<file path="src/rtl/score_display.sv">
// score_display: drives a 4-digit multiplexed common-anode seven-segment display
// from the live mole-game score, level and timer.
//
// Ports:
//   clk       system clock
//   rst       asynchronous active-low reset
//   score     current score, binary 0..1023 (values above 999 display as 999)
//   level     current level 1..3 (0 shows a dash)
//   timer     elapsed 2-second ticks; at GAME_TICKS or more the level digit's dp lights
//   an        digit anodes, active-low one-hot, an[0] = rightmost digit
//   seg       segments {g,f,e,d,c,b,a}, active-low
//   dp        decimal point, active-low
//   bcd_valid high while the BCD result registers match the current conversion source
module score_display #(
    parameter int unsigned SCAN_CNT   = 100000,
    parameter int unsigned GAME_TICKS = 60
) (
    input  logic       clk,
    input  logic       rst,
    input  logic [9:0] score,
    input  logic [1:0] level,
    input  logic [6:0] timer,
    output logic [3:0] an,
    output logic [6:0] seg,
    output logic       dp,
    output logic       bcd_valid
);

    localparam int unsigned    CntW      = $clog2(SCAN_CNT);
    localparam logic [CntW-1:0] CntMax   = CntW'(SCAN_CNT - 1);
    localparam logic [6:0]     GameTicks = 7'(GAME_TICKS);
    localparam logic [6:0]     SegBlank  = 7'b1111111;
    localparam logic [6:0]     SegDash   = 7'b0111111;

    typedef enum logic [1:0] {StIdle, StShift, StLoad} state_e;

    state_e          state_q, state_d;
    logic [9:0]      conv_src_q, conv_src_d;
    logic [21:0]     shift_q, shift_d;
    logic [3:0]      iter_q, iter_d;
    logic [3:0]      hund_q, hund_d;
    logic [3:0]      tens_q, tens_d;
    logic [3:0]      ones_q, ones_d;
    logic            valid_q, valid_d;
    logic [CntW-1:0] scan_q, scan_d;
    logic [1:0]      idx_q, idx_d;
    logic [3:0]      an_q, an_d;
    logic [6:0]      seg_q, seg_d;
    logic            dp_q, dp_d;

    logic [9:0]      sat;
    logic [21:0]     adj;

    function automatic logic [6:0] seg_of(input logic [3:0] d);
        logic [6:0] s;
        case (d)
            4'd0:    s = 7'b1000000;
            4'd1:    s = 7'b1111001;
            4'd2:    s = 7'b0100100;
            4'd3:    s = 7'b0110000;
            4'd4:    s = 7'b0011001;
            4'd5:    s = 7'b0010010;
            4'd6:    s = 7'b0000010;
            4'd7:    s = 7'b1111000;
            4'd8:    s = 7'b0000000;
            4'd9:    s = 7'b0010000;
            default: s = SegBlank;
        endcase
        return s;
    endfunction

    assign sat = (score > 10'd999) ? 10'd999 : score;

    // Double-dabble correction: nibbles >= 5 get +3 before the shift.
    always_comb begin
        adj = shift_q;
        if (shift_q[13:10] >= 4'd5) adj[13:10] = shift_q[13:10] + 4'd3;
        if (shift_q[17:14] >= 4'd5) adj[17:14] = shift_q[17:14] + 4'd3;
        if (shift_q[21:18] >= 4'd5) adj[21:18] = shift_q[21:18] + 4'd3;
    end

    always_comb begin
        state_d    = state_q;
        conv_src_d = conv_src_q;
        shift_d    = shift_q;
        iter_d     = iter_q;
        hund_d     = hund_q;
        tens_d     = tens_q;
        ones_d     = ones_q;
        valid_d    = valid_q;
        case (state_q)
            StIdle: begin
                // conv_src holds the raw score so 1000..1023 changes still retrigger.
                if (score != conv_src_q) begin
                    conv_src_d = score;
                    shift_d    = {12'b0, sat};
                    iter_d     = 4'd0;
                    valid_d    = 1'b0;
                    state_d    = StShift;
                end
            end
            StShift: begin
                shift_d = {adj[20:0], 1'b0};
                iter_d  = iter_q + 4'd1;
                if (iter_q == 4'd9) state_d = StLoad;
            end
            StLoad: begin
                // All three digits land in the same cycle; never a partial update.
                hund_d  = shift_q[21:18];
                tens_d  = shift_q[17:14];
                ones_d  = shift_q[13:10];
                valid_d = 1'b1;
                state_d = StIdle;
            end
            default: state_d = StIdle;
        endcase
    end

    always_comb begin
        scan_d = scan_q + CntW'(1);
        idx_d  = idx_q;
        if (scan_q == CntMax) begin
            scan_d = '0;
            idx_d  = idx_q + 2'd1;
        end
    end

    always_comb begin
        an_d = ~(4'b0001 << idx_q);
        dp_d = !((idx_q == 2'd3) && (timer >= GameTicks));
        case (idx_q)
            2'd0:    seg_d = seg_of(ones_q);
            2'd1:    seg_d = (hund_q == 4'd0 && tens_q == 4'd0) ? SegBlank : seg_of(tens_q);
            2'd2:    seg_d = (hund_q == 4'd0) ? SegBlank : seg_of(hund_q);
            default: seg_d = (level == 2'd0) ? SegDash : seg_of({2'b00, level});
        endcase
    end

    always_ff @(posedge clk or negedge rst) begin
        if (!rst) begin
            state_q    <= StIdle;
            conv_src_q <= 10'd0;
            shift_q    <= 22'd0;
            iter_q     <= 4'd0;
            hund_q     <= 4'd0;
            tens_q     <= 4'd0;
            ones_q     <= 4'd0;
            valid_q    <= 1'b1;
            scan_q     <= '0;
            idx_q      <= 2'd0;
            an_q       <= 4'b1111;
            seg_q      <= SegBlank;
            dp_q       <= 1'b1;
        end else begin
            state_q    <= state_d;
            conv_src_q <= conv_src_d;
            shift_q    <= shift_d;
            iter_q     <= iter_d;
            hund_q     <= hund_d;
            tens_q     <= tens_d;
            ones_q     <= ones_d;
            valid_q    <= valid_d;
            scan_q     <= scan_d;
            idx_q      <= idx_d;
            an_q       <= an_d;
            seg_q      <= seg_d;
            dp_q       <= dp_d;
        end
    end

    assign an        = an_q;
    assign seg       = seg_q;
    assign dp        = dp_q;
    assign bcd_valid = valid_q;

endmodule

</file>
<file path="config.mk">
export PLATFORM = sky130hd
export DESIGN_NAME = score_display
export DESIGN_NICKNAME = d
export VERILOG_FILES = /design/src/rtl/score_display.sv
export SDC_FILE = /design/constraint.sdc
export NUM_CORES = 1
export LEC_CHECK = 0
export BUFFER_PORTS_ARGS = -buffer_cell sky130_fd_sc_hd__buf_4
export CORE_AREA = 2 2 72 142
export CTS_BUF_LIST = sky130_fd_sc_hd__clkbuf_4 sky130_fd_sc_hd__clkbuf_8
export DETAILED_ROUTE_END_ITERATION = 7
export DIE_AREA = 0 0 74 144
export PLACE_DENSITY = 0.69
export REMOVE_ABC_BUFFERS = 1
export SETUP_SLACK_MARGIN = 0.05
export SYNTH_ARGS = -nofsm -noshare
export SYNTH_HDL_FRONTEND = slang
export SYNTH_SLANG_ARGS = --single-unit
</file>
<file path="constraint.sdc">
create_clock -name clk -period 1.7 [get_ports clk]
set_input_delay 0.255 -clock clk [delete_from_list [all_inputs] [get_ports clk]]
set_output_delay 0.255 -clock clk [all_outputs]
set_load 0.02 [all_outputs]
</file>
==> reports/results.tsv <==
stage	metric	value	unit
global_route	vias in the first global route	3766	
global_route	initial antenna violation count	0	
final_layout	synthesis-to-layout area growth	18.95	%
sta	unrepaired setup endpoints after global routing	true	
sta	setup violators final	0	
place	dpl hpwl	7.155	mm
synthesis	Unique masters post-synth	59	
place	count of input and output buffers	31	
cts	H-Tree Depth	3	
place	Final GP Congestion	0.9613	
setup_path	critical path arrival	1.90	ns
worst_hold_path	min-delay worst type	in2reg	
sta	worst slew pin tran	0.4287	ns
route	DRT Pass-1 Iters	4	
status	status	complete, no violations	
power_and_ir_drop	sequential power share	36.2	%
final_layout	fillers	833	
route	WL final	9.563	mm
route	DRT antenna net count	0	
power_and_ir_drop	internal cell power	0.005634	W
cts	clock root buffer	clkbuf_8	
power_and_ir_drop	Comb power frac	47.6	%
place	placed cells	644	
sta	post-layout min period	1.619	ns
sta	Rel. slew slack	71.42	%
power_and_ir_drop	Clk pwr share	16.2	%
global_route	largest net degree at the start of global routing	51	
setup_path	critical path type	reg2reg	
power_and_ir_drop	Sw Share	38.19	%
setup_path	Slowest cell on crit path	dfrtp_1	
sta	Worst Skew	0.01196	ns
setup_path	WP data required	1.98	ns
die	Die Y-Extent	144	um
route	via/cell ratio	5.386	
power_and_ir_drop	PwrDens	1635	mW/mm2
power_and_ir_drop	Lkg Pwr	2.519	nW
synthesis	Synth Instances	466	
final_layout	post-layout util	57.88	%
route	DR vias	3571	
setup_path	Worst setup SP type	flip-flop	
cts	CTS Sinks	82	
synthesis	Area contributors post-synth	dfrtp_1, ha_1, dfstp_2, mux2_2, xnor2_1	
power_and_ir_drop	Psw	0.003481	W
cts	CTS Buf Count	9	
route	# DRC	0	
final_layout	diode count	0	
global_route	GRT overflow	0	
die	CORE AREA	0.009635	mm2
synthesis	number of enable flip-flop cells after synthesis	0	
synthesis	Synth top area share	36.83	%
global_route	global-route wire length before repair	16.26	mm
die	die area	0.01066	mm2
cts	Worst-path clk slew	0.08	ns
final_layout	Layout Nets	577	
cts	CTS tree	built	
cts	Clk Latency, worst-skew pair	0.36	ns
setup_path	maximum fanout along the worst path	5	
synthesis	Seq/Total Area, Yosys	44.12	%
setup_path	crit end category	flip-flop	
final_layout	layout cells sized above 1	27.12	%
sta	crit share post-route	95.22	%
setup_path	Crit path max-delay family	compound AO/OA/AOI/OAI gates	
final_layout	Finished Layout Cells	663	
sta	Final Hold Vio Count	0	
sta	Max Slew Vio Count	0	
synthesis	synth warn	0	
die	initial cell density of the core	48.66	%
cts	Max Buffers Root-to-Sink	2	
route	initial drt markers	106	
setup_path	Critical Path, Cell by Cell	inv_1, ha_2, nand4bb_1, buf_4, a21oi_2, o221ai_1, a32oi_1	
setup_path	Worst path max stage delay	0.39	ns
die	Site Rows	51	
route	wire length per cell	14.42	um
sta	Fmax achieved	0.6178	GHz
die	I/O pin cnt	34	
setup_path	CP Buf/Inv Count	2	
run	max cap viols	0	
synthesis	leading area contributor after synthesis	dfrtp_1	
global_route	gr usage total	19.61	%
synthesis	synthesized area per cell	10.06	um2
die	Die Width	74	um
synthesis	ys async rst share	100.0	%
synthesis	Main synth FF type	dfrtp_1	
power_and_ir_drop	power after layout	0.009115	W
synthesis	number of synthesized register bits	82	
synthesis	mapped cell area	0.004688	mm2
power_and_ir_drop	Worst VDD drop	0.001093	V
logic make-up (layout without fill, tap and decap cells):
logic type                 count (synthesis)  in the layout  share of synthesized area (%)
DFF                                       82             82                          44.12
buffers and inverters                     52            117                          4.457
xor gates and xnor gates                  30             30                          6.245
muxes                                     22             22                          5.151
and+or+nand+nor                          141            141                          16.20
adders and majority gates                 30             30                          8.006
AOI/OAI and AO/OA                        109            109                          15.83
power groups by stage:
stage	registers, W	clock network (W)	logic, W
2_1_floorplan	0.00340	0	0.00270
3_3_place_gp	0.00329	0	0.00408
3_5_place_dp	0.00333	0	0.00419
4_1_cts	0.00330	0.00150	0.00427
5_1_grt	0.00341	0.00159	0.00485
6_report	0.00330	0.00148	0.00433
per-stage QoR:
step / hold WS, ns / setup slack (ns) / setup TNS [ns] / cell area, um2
finish: 0.07234 / 0.08132 / 0 / 5577
global route: 0.04641 / 0.003467 / 0 / 5577
CTS: 0.05774 / 0.05348 / 0 / 5527
detailed placement: 0.2322 / 0.009735 / 0 / 5285
global placement: 0.2272 / 0.04480 / 0 / 5285
floorplan: -0.04059 / -0.005177 / -0.005177 / 4599
layout make-up:
cell class	instances	area, um2	share of cell area [%]
multi-input cells	332	2471	44.31
flip-flops and latches	82	2069	37.11
repair buffers	69	545.5	9.782
clock buffers	14	167.7	3.007
well taps	132	165.2	2.962
inverters	32	120.1	2.154
clock inverters	2	37.54	0.6731
timing repair:
| item | in CTS | in global routing |
|---|---|---|
| hold buffers | 1 | 0 |
| endpoints found under the hold margin | 21 | 0 |
| setup endpoints to repair | 3 | 13 |
| pin swaps | 2 | 7 |
| resized for setup | 7 | 11 |
| buffers inserted | 0 | 2 |
registers in the layout, indices dropped and copies added, names as in the netlist, 2 cells and up:
name,flops
shift_q,22
idx_q,2
seg,7
ones_q,4
iter_q,4
hund_q,4
an,4
state_q,2
conv_src_q,10
tens_q,4
scan_q,17
cells in the mapped netlist (all sizes together) (3+ instances only):
| cell type | instances |
|---|---|
| o22ai | 4 |
| nor2 | 35 |
| dfstp | 13 |
| a211oi | 5 |
| nor2b | 7 |
| ha | 30 |
| dfrtp | 69 |
| o2bb2ai | 3 |
| nand3 | 12 |
| and4 | 13 |
| mux2i | 5 |
| nand3b | 6 |
| o221ai | 7 |
| xnor2 | 23 |
| a22o | 11 |
| a31oi | 8 |
| o21ai | 29 |
| nor3 | 9 |
| mux2 | 17 |
| clkbuf | 13 |
| nand2 | 31 |
| or3 | 6 |
| buf | 7 |
| nand2b | 6 |
| nand4 | 4 |
| xor2 | 7 |
| inv | 31 |
| a21oi | 24 |
worst paths after layout:
path                            from        end  slack, ns  cells past startpoint
setup / recovery           tens_q[1]     seg[0]       0.08                      7
hold / removal              level[1]     seg[3]       0.07                      2
setup reg to reg           tens_q[1]     seg[0]       0.08                      7
hold reg to reg            bcd_valid  bcd_valid       0.48                      2
max in group asynchronous        rst  bcd_valid       0.67                      3
min in group asynchronous        rst   idx_q[0]       0.38                      2
routing by layer:
layer | global-route usage, % | wire (um) | vias up
li1 | - | - | 1779
met1 | 19.47 | 3586 | 1711
met2 | 37.03 | 5471 | 58
met3 | 3.345 | 229 | 23
met4 | 10.33 | 276 | 0
met5 | 0 | 0 | -
cells in the final DEF, fill, tap and decap left out, drive strengths merged, types with 3 or more instances in the layout:
master   Yosys  layout
xor2         7       7
nand3       12      12
a31oi        8       8
a211oi       5       5
mux2i        5       5
o21ai       29      29
o22ai        4       4
dfrtp       69      69
nor3         9       9
nor2        35      35
o221ai       7       7
inv         31      31
nand2b       6       6
nand4        4       4
xnor2       23      23
and4        13      13
or3          6       6
ha          30      30
nand3b       6       6
mux2        17      17
a21oi       24      24
nand2       31      31
clkbuf      13      14
a22o        11      11
dfstp       13      13
nor2b        7       7
buf          7      68
o2bb2ai      3       3
(Power assumes the default switching activity.)
